==> config.mk <==
export PLATFORM = sky130hd
export DESIGN_NAME = regfile
export DESIGN_NICKNAME = d
export VERILOG_FILES = /design/src/rtl/regfile_pkg.sv /design/src/rtl/regfile_rport.sv /design/src/rtl/regfile.sv
export SDC_FILE = /design/constraint.sdc
export NUM_CORES = 2
export LEC_CHECK = 0
export BUFFER_PORTS_ARGS = -buffer_cell sky130_fd_sc_hd__buf_2
export CORE_AREA = 2 2 375 377
export DETAILED_ROUTE_END_ITERATION = 6
export DIE_AREA = 0 0 377 379
export PLACE_DENSITY = 0.54
export REMOVE_ABC_BUFFERS = 1
export SLEW_MARGIN = 30
export SYNTH_ARGS = -nofsm -noshare
export SYNTH_HDL_FRONTEND = slang
export SYNTH_HIERARCHICAL = 1
export SYNTH_SLANG_ARGS = --single-unit
==> constraint.sdc <==
create_clock -name clk -period 1.8 [get_ports clk]
set_clock_uncertainty 0.2 [all_clocks]
set_input_delay 0.27 -clock clk [delete_from_list [all_inputs] [get_ports clk]]
set_output_delay 0.27 -clock clk [all_outputs]
set_load 0.01 [all_outputs]
==> src/rtl/regfile_pkg.sv <==
// regfile_pkg: shared register-file constants used by the pipeline write-back and ID stages.
package regfile_pkg;
  localparam int REG_NUM = 32;
  localparam int REG_ADDR_W = 5;
  localparam int DATA_W = 32;
  localparam logic [DATA_W-1:0] ZERO_WORD = '0;
  localparam logic WRITE_ENABLE = 1'b1;
  localparam logic READ_ENABLE = 1'b1;
  localparam logic RST_ENABLE = 1'b1;
  localparam logic [REG_ADDR_W-1:0] NOP_REG_ADDR = '0;
endpackage

==> src/rtl/regfile_rport.sv <==
// regfile_rport: combinational read-port mux (reset, enable, $0, write-first bypass, array).
module regfile_rport
  import regfile_pkg::*;
#(
  parameter int REG_ADDR_W = regfile_pkg::REG_ADDR_W,
  parameter int DATA_W = regfile_pkg::DATA_W
) (
  input  logic                  rst,
  input  logic                  re,
  input  logic [REG_ADDR_W-1:0] raddr,
  input  logic                  we,
  input  logic [REG_ADDR_W-1:0] waddr,
  input  logic [DATA_W-1:0]     wdata,
  input  logic [DATA_W-1:0]     arr_data,
  output logic [DATA_W-1:0]     rdata
);
  // $0 is checked before the bypass so a discarded write to $0 never leaks out
  assign rdata = (rst == RST_ENABLE || re != READ_ENABLE || raddr == '0) ? '0 :
                 (we == WRITE_ENABLE && waddr == raddr) ? wdata : arr_data;
endmodule

==> src/rtl/regfile.sv <==
// regfile: 32x32 register file, one synchronous write port, two combinational read ports.
module regfile
  import regfile_pkg::*;
#(
  parameter int REG_NUM = regfile_pkg::REG_NUM,
  parameter int REG_ADDR_W = regfile_pkg::REG_ADDR_W,
  parameter int DATA_W = regfile_pkg::DATA_W
) (
  input  logic                  clk,
  input  logic                  rst,
  input  logic                  we,
  input  logic [REG_ADDR_W-1:0] waddr,
  input  logic [DATA_W-1:0]     wdata,
  input  logic                  re1,
  input  logic [REG_ADDR_W-1:0] raddr1,
  output logic [DATA_W-1:0]     rdata1,
  input  logic                  re2,
  input  logic [REG_ADDR_W-1:0] raddr2,
  output logic [DATA_W-1:0]     rdata2
);
  logic [DATA_W-1:0] regs_q [REG_NUM];
  logic [DATA_W-1:0] arr1, arr2;
  always_ff @(posedge clk) begin
    if (rst == RST_ENABLE) regs_q <= '{default: '0};
    else if (we == WRITE_ENABLE && waddr != '0) regs_q[waddr] <= wdata;
  end
  assign arr1 = regs_q[raddr1];
  assign arr2 = regs_q[raddr2];
  regfile_rport #(.REG_ADDR_W(REG_ADDR_W), .DATA_W(DATA_W)) u_rport1 (
    .rst(rst), .re(re1), .raddr(raddr1), .we(we), .waddr(waddr), .wdata(wdata),
    .arr_data(arr1), .rdata(rdata1)
  );
  regfile_rport #(.REG_ADDR_W(REG_ADDR_W), .DATA_W(DATA_W)) u_rport2 (
    .rst(rst), .re(re2), .raddr(raddr2), .we(we), .waddr(waddr), .wdata(wdata),
    .arr_data(arr2), .rdata(rdata2)
  );
endmodule

Word-level counts from Yosys, hierarchy flattened

Index checks and enable logic that the tools add are counted.

Bitwise operators: 5
Divide/modulo/power cells: 0
Shift operators: 0
$lt $le $gt $ge: 4
Add/sub/neg operators: 0
Multipliers: 0
Multiplexer cells: 13
Equality and inequality tests: 2
Reduce and logical (&&, ||, !) cells: 11

Operators with widths:

| kind               | count |
|---|---|
| $bwmux 1024        | 1 |
| $bmux 32 s5        | 2 |
| $mux 32            | 9 |
| $demux 32 s5       | 1 |
| $ge 6x6->1 const B | 3 |
| $not 5->6          | 3 |
| $eq 5x5->1         | 2 |
| $logic_not 5->1    | 2 |
| $lt 6x1->1 const B | 1 |
| $reduce_bool 5->1  | 1 |
| $logic_and 1x1->1  | 4 |
| $logic_or 1x1->1   | 4 |
| $not 1->1          | 2 |

Flip-flop bits (word level): 1024
RAM bits: 0
Output and inout bits: 64
Input port bits: 52
Memories kept: 0
Bits in read-only memories: 0
Bits in latches: 0

Longest topological paths before layout

Depth after elaboration: 6
Mapped depth: 10
Depth with buffers taken out: 7

Hierarchy

Netlist, hierarchy kept.

Modules (own cells, without submodules):

| module        | instances | cells each | seq. area each (um^2) | area each (um^2) |
|---|---|---|---|---|
| regfile       | 1         | 6848       | 20499.7               | 52630.5 |
| regfile_rport | 2         | 124        | 0.0                   | 654.4 |

Worst setup path before layout

OpenSTA, ideal clock, no wires.

Kind: input -> output
Start: input raddr2[1]
End: output rdata2[31]
Data required time: 1330 ps
Data arrival time: 1715 ps
Slack: -385 ps
Cell stages on the path: 10
Path through: buf_2 buf_2 buf_2 buf_2 mux2i_1 a22oi_1 nand3_1 nand3_1 nand2_1 o21ai_0

Longest elaborated chain between the ends: 6
Elaborated cells between the ends (all ways): 10

RTL lines:

| element                                    | line                | source |
|---|---|---|
| from (decl)                                | regfile.sv:18       | `input logic [REG_ADDR_W-1:0] raddr2,` |
| $not 5->6 (not written as such)            | regfile.sv:28       | `assign arr2 = regs_q[raddr2];` |
| $bmux 32 s5                                | regfile.sv:28       |  |
| $mux 32 (not written as such) (2 in a row) | regfile.sv:28       |  |
| net arr2[31]                               | regfile.sv:22       | `logic [DATA_W-1:0] arr1, arr2;` |
| $mux 32                                    | regfile_rport.sv:19 | `(we == WRITE_ENABLE && waddr == raddr) ? wdata : arr_data;` |
| $mux 32                                    | regfile_rport.sv:18 | `assign rdata = (rst == RST_ENABLE \|\| re != READ_ENABLE \|\| raddr == '0) ? '0 :` |
| to (decl)                                  | regfile.sv:19       | `output logic [DATA_W-1:0] rdata2` |

The timed path passes the listed nets, and every way through them passes these cells. The select of a mux whose other input is x is not followed.

Worst setup path in the final report

Start: register regs_q[777] in the netlist's numbering
End: output rdata1[9]

Longest elaborated chain between the ends: 5

RTL lines:

| element                                    | line                | source |
|---|---|---|
| from (decl)                                | regfile.sv:21       | `logic [DATA_W-1:0] regs_q [REG_NUM];` |
| from (signal, indexed assignment)          | regfile.sv:25       | `else if (we == WRITE_ENABLE && waddr != '0) regs_q[waddr] <= wdata;` |
| $bmux 32 s5                                | regfile.sv:27       | `assign arr1 = regs_q[raddr1];` |
| $mux 32 (not written as such) (2 in a row) | regfile.sv:27       |  |
| net arr1[9]                                | regfile.sv:22       |  |
| $mux 32                                    | regfile_rport.sv:19 |  |
| $mux 32                                    | regfile_rport.sv:18 |  |
| to (decl)                                  | regfile.sv:16       | `output logic [DATA_W-1:0] rdata1,` |

The timed path passes the listed nets, and every way through them passes these cells. The select of a mux whose other input is x is not followed.

==> out/results.ini <==
[drt]
drc_errors=0
wl_per_cell_um=26.7
vias=55400
avgViaCountPerCell=5.97
drtIter0Drc=6663
ant_nets=0
dr.pass1.iters=6
wl_mm=248

[yosys]
yosys.area_share.xor_xnor_pct=0.162
synth_top_family_by_area=simple AND/OR/NAND/NOR gates
synth_flop_cell=dfxtp_1
synthMuxAreaShare_pct=19.0
postSynthAreaPerCell_um2=7.60
syn-instance-count=7096
yosysWarningCount=6
synth-compound-area-share_pct=17.1
yosys.area_share.simple_pct=20.3
yosysTopAreaCellShare_pct=38.0
synthTopCellsByCount=nand2_1 (2,277), a21oi_1 (1,184), dfxtp_1 (1,024), mux2i_1 (1,024), clkbuf_1 (430)
ys_ff_latch=1024
synth_edf_count=0
ys_async_sr_fraction_pct=0
ys_types=29
yosysMostFrequentCell=nand2_1
ys_seq_area_share_pct=38.0
syn-cell-area_um2=53900
yosys-top-cells-area=dfxtp_1 (38%), mux2i_1 (19%), nand2_1 (16%)
synthAdderAreaFrac_pct=0
yosysTopAreaCell=dfxtp_1

[clocking]
cts_buffers=116
htreeDepth=3
cts_tree=yes
clk_pin_slew_ps=60
cts_root_buf=clkbuf_16
ctsLongestPathBuffers=3
clk_latency_ps=740
cts.sinks=1024

[sta]
whs_ps=114
fin_crit_ps=2840
setup_viol=65
finalHoldViolations=0
tightest_slew_ps=1020
fin_crit_sh_pct=158
rsz0062_at_grt=true
fmax_mhz=352
timing.final.ws_setup_ps=-1040
slew_headroom_pct=31.8
setup_tns_ps=-57080
report.final.slew_viol_count=0

[floorplan]
die_area_um2=143000
die_w_um=377
initial_core_util_pct=38.8
coreArea_um2=139000
rows=137
die_h_um=379
ios=116

[grt]
antenna_found_initial=6
grt_pass1_wl_mm=354
grt_pass1_vias=52000
grt_max_degree=202
track_usage_pct=33.3
gr-total-overflow=0

[power]
p_leak_uw=0.0261
p_per_area_nw_per_um2=795
ir_worst_vdd_mv=0.829
fin_total_pwr_uw=54600

[layout]
finalNonFillerCells=9277
largest_register=regs_q
regArea_um2=20800
largest_register_ffs=1024
multi_input_area_um2=32500
fillCellCount=13300
largestRegisters=regs_q (1024)
layout.nets=7426
layout-drive-gt1-share_pct=20.5
area_growth_syn_to_layout_pct=27.4

[critical_path]
cp_slowest_cell=dfxtp_2
arrival_ps=2370
worstPathCellList=mux2i_1, a22o_1, nor3_2, a31oi_1, buf_4, nand3_2, nand2_2, o21ai_4, buf_6
max_stage_delay_ps=340
cp_max_fo=3
end_kind=output port
path_class=flop to output port
cp_data_required_time_ps=1330
cp-start-kind=flop

[hold_path]
hold_class=input port to flop

[placed_design]
dp_cells=9035
routabilityCongestion=0.954
pre_cts_ws_ps=-1270
dp_hpwl_mm=164
portBuffers=115

[status]
violations=setup timing
outcome=complete, but fails checks

[flow_run]
max_cap_violations=0

==> placed cells by master (no fill, tap or decap), types with 23 or more instances in the layout <==
| cell type | instances |
|---|---|
| a21oi_1 | 1183 |
| a22o_1 | 128 |
| a22oi_1 | 186 |
| a31oi_4 | 25 |
| buf_12 | 224 |
| buf_2 | 103 |
| buf_4 | 452 |
| buf_6 | 23 |
| clkbuf_1 | 24 |
| clkbuf_16 | 120 |
| clkbuf_8 | 26 |
| clkinv_2 | 24 |
| dfxtp_1 | 816 |
| dfxtp_2 | 208 |
| dlygate4sd3_1 | 33 |
| mux2i_1 | 1024 |
| nand2_1 | 2211 |
| nand2_2 | 64 |
| nand3_1 | 138 |
| nand3_2 | 42 |
| nand4_1 | 65 |
| nor2_4 | 26 |
| nor2b_1 | 36 |
| nor3_2 | 44 |
| nor3_4 | 23 |
| o21ai_1 | 39 |
==> critical path: cells and delay by family (launching register included) <==
kind,cells,cell delay (ps)
mux,1,70
flops,1,340
buf+inv,2,340
compound gates,3,580
simple gates,3,290
==> per-stage QoR <==
step                utilization, %  area (µm²)
detailed placement            44.9       62400
finish                        49.5       68700
CTS                           49.0       68000
global placement              44.9       62400
global route                  49.5       68700
floorplan                        -       51000
==> per-layer routing <==
metal  vias to the layer above  global-route usage, %  share of wire (%)
met1                     26700                   44.6                 41
met2                      3035                   50.5                 43
met5                         -                      0             0.0052
li1                      24900                      -                  -
met4                         2                   16.6                5.6
met3                       712                   7.21                 10
==> final timing paths <==
| kind | to | cells after the start | slack, ps | startpoint |
|---|---|---|---|---|
| max | rdata1[9] | 9 | -1040 | regs_q[777] |
| min | regs_q[892] | 6 | 110 | waddr[0] |
| max reg2reg | regs_q[476] | 3 | 810 | regs_q[476] |
| min reg2reg | regs_q[905] | 2 | 260 | regs_q[905] |
==> where the power goes <==
| group | internal (µW) | switching, µW | total (µW) |
|---|---|---|---|
| clock | 13900 | 10400 | 24300 |
| sequential | 22800 | 129 | 23000 |
| combinational | 2740 | 4670 | 7420 |
==> what timing repair did <==
action,in CTS,in global routing
gates resized for setup,442,144
cloned,2,3
pin swaps,193,187
setup endpoints to repair,64,196
hold endpoints to repair,980,0
buffers inserted,12,21
hold buffers,33,0
==> layout make-up <==
class	count	share of cell area (%)
antenna	4	0.0146
clock buffer	167	4.91
clock inverter	43	0.674
multi-input combinational	5383	47.3
sequential	1024	30.2
tap	1807	3.29
timing repair buffer	849	13.6
==> cell families after synthesis <==
kind of cell,Yosys count
AND/OR/NAND/NOR,2715
flip-flops,1024
AO/OA/AOI/OAI,1634
buffers and inverters,689
XOR/XNOR,10
multiplexers,1024
Note: power is estimated with default switching activity, not from simulation.
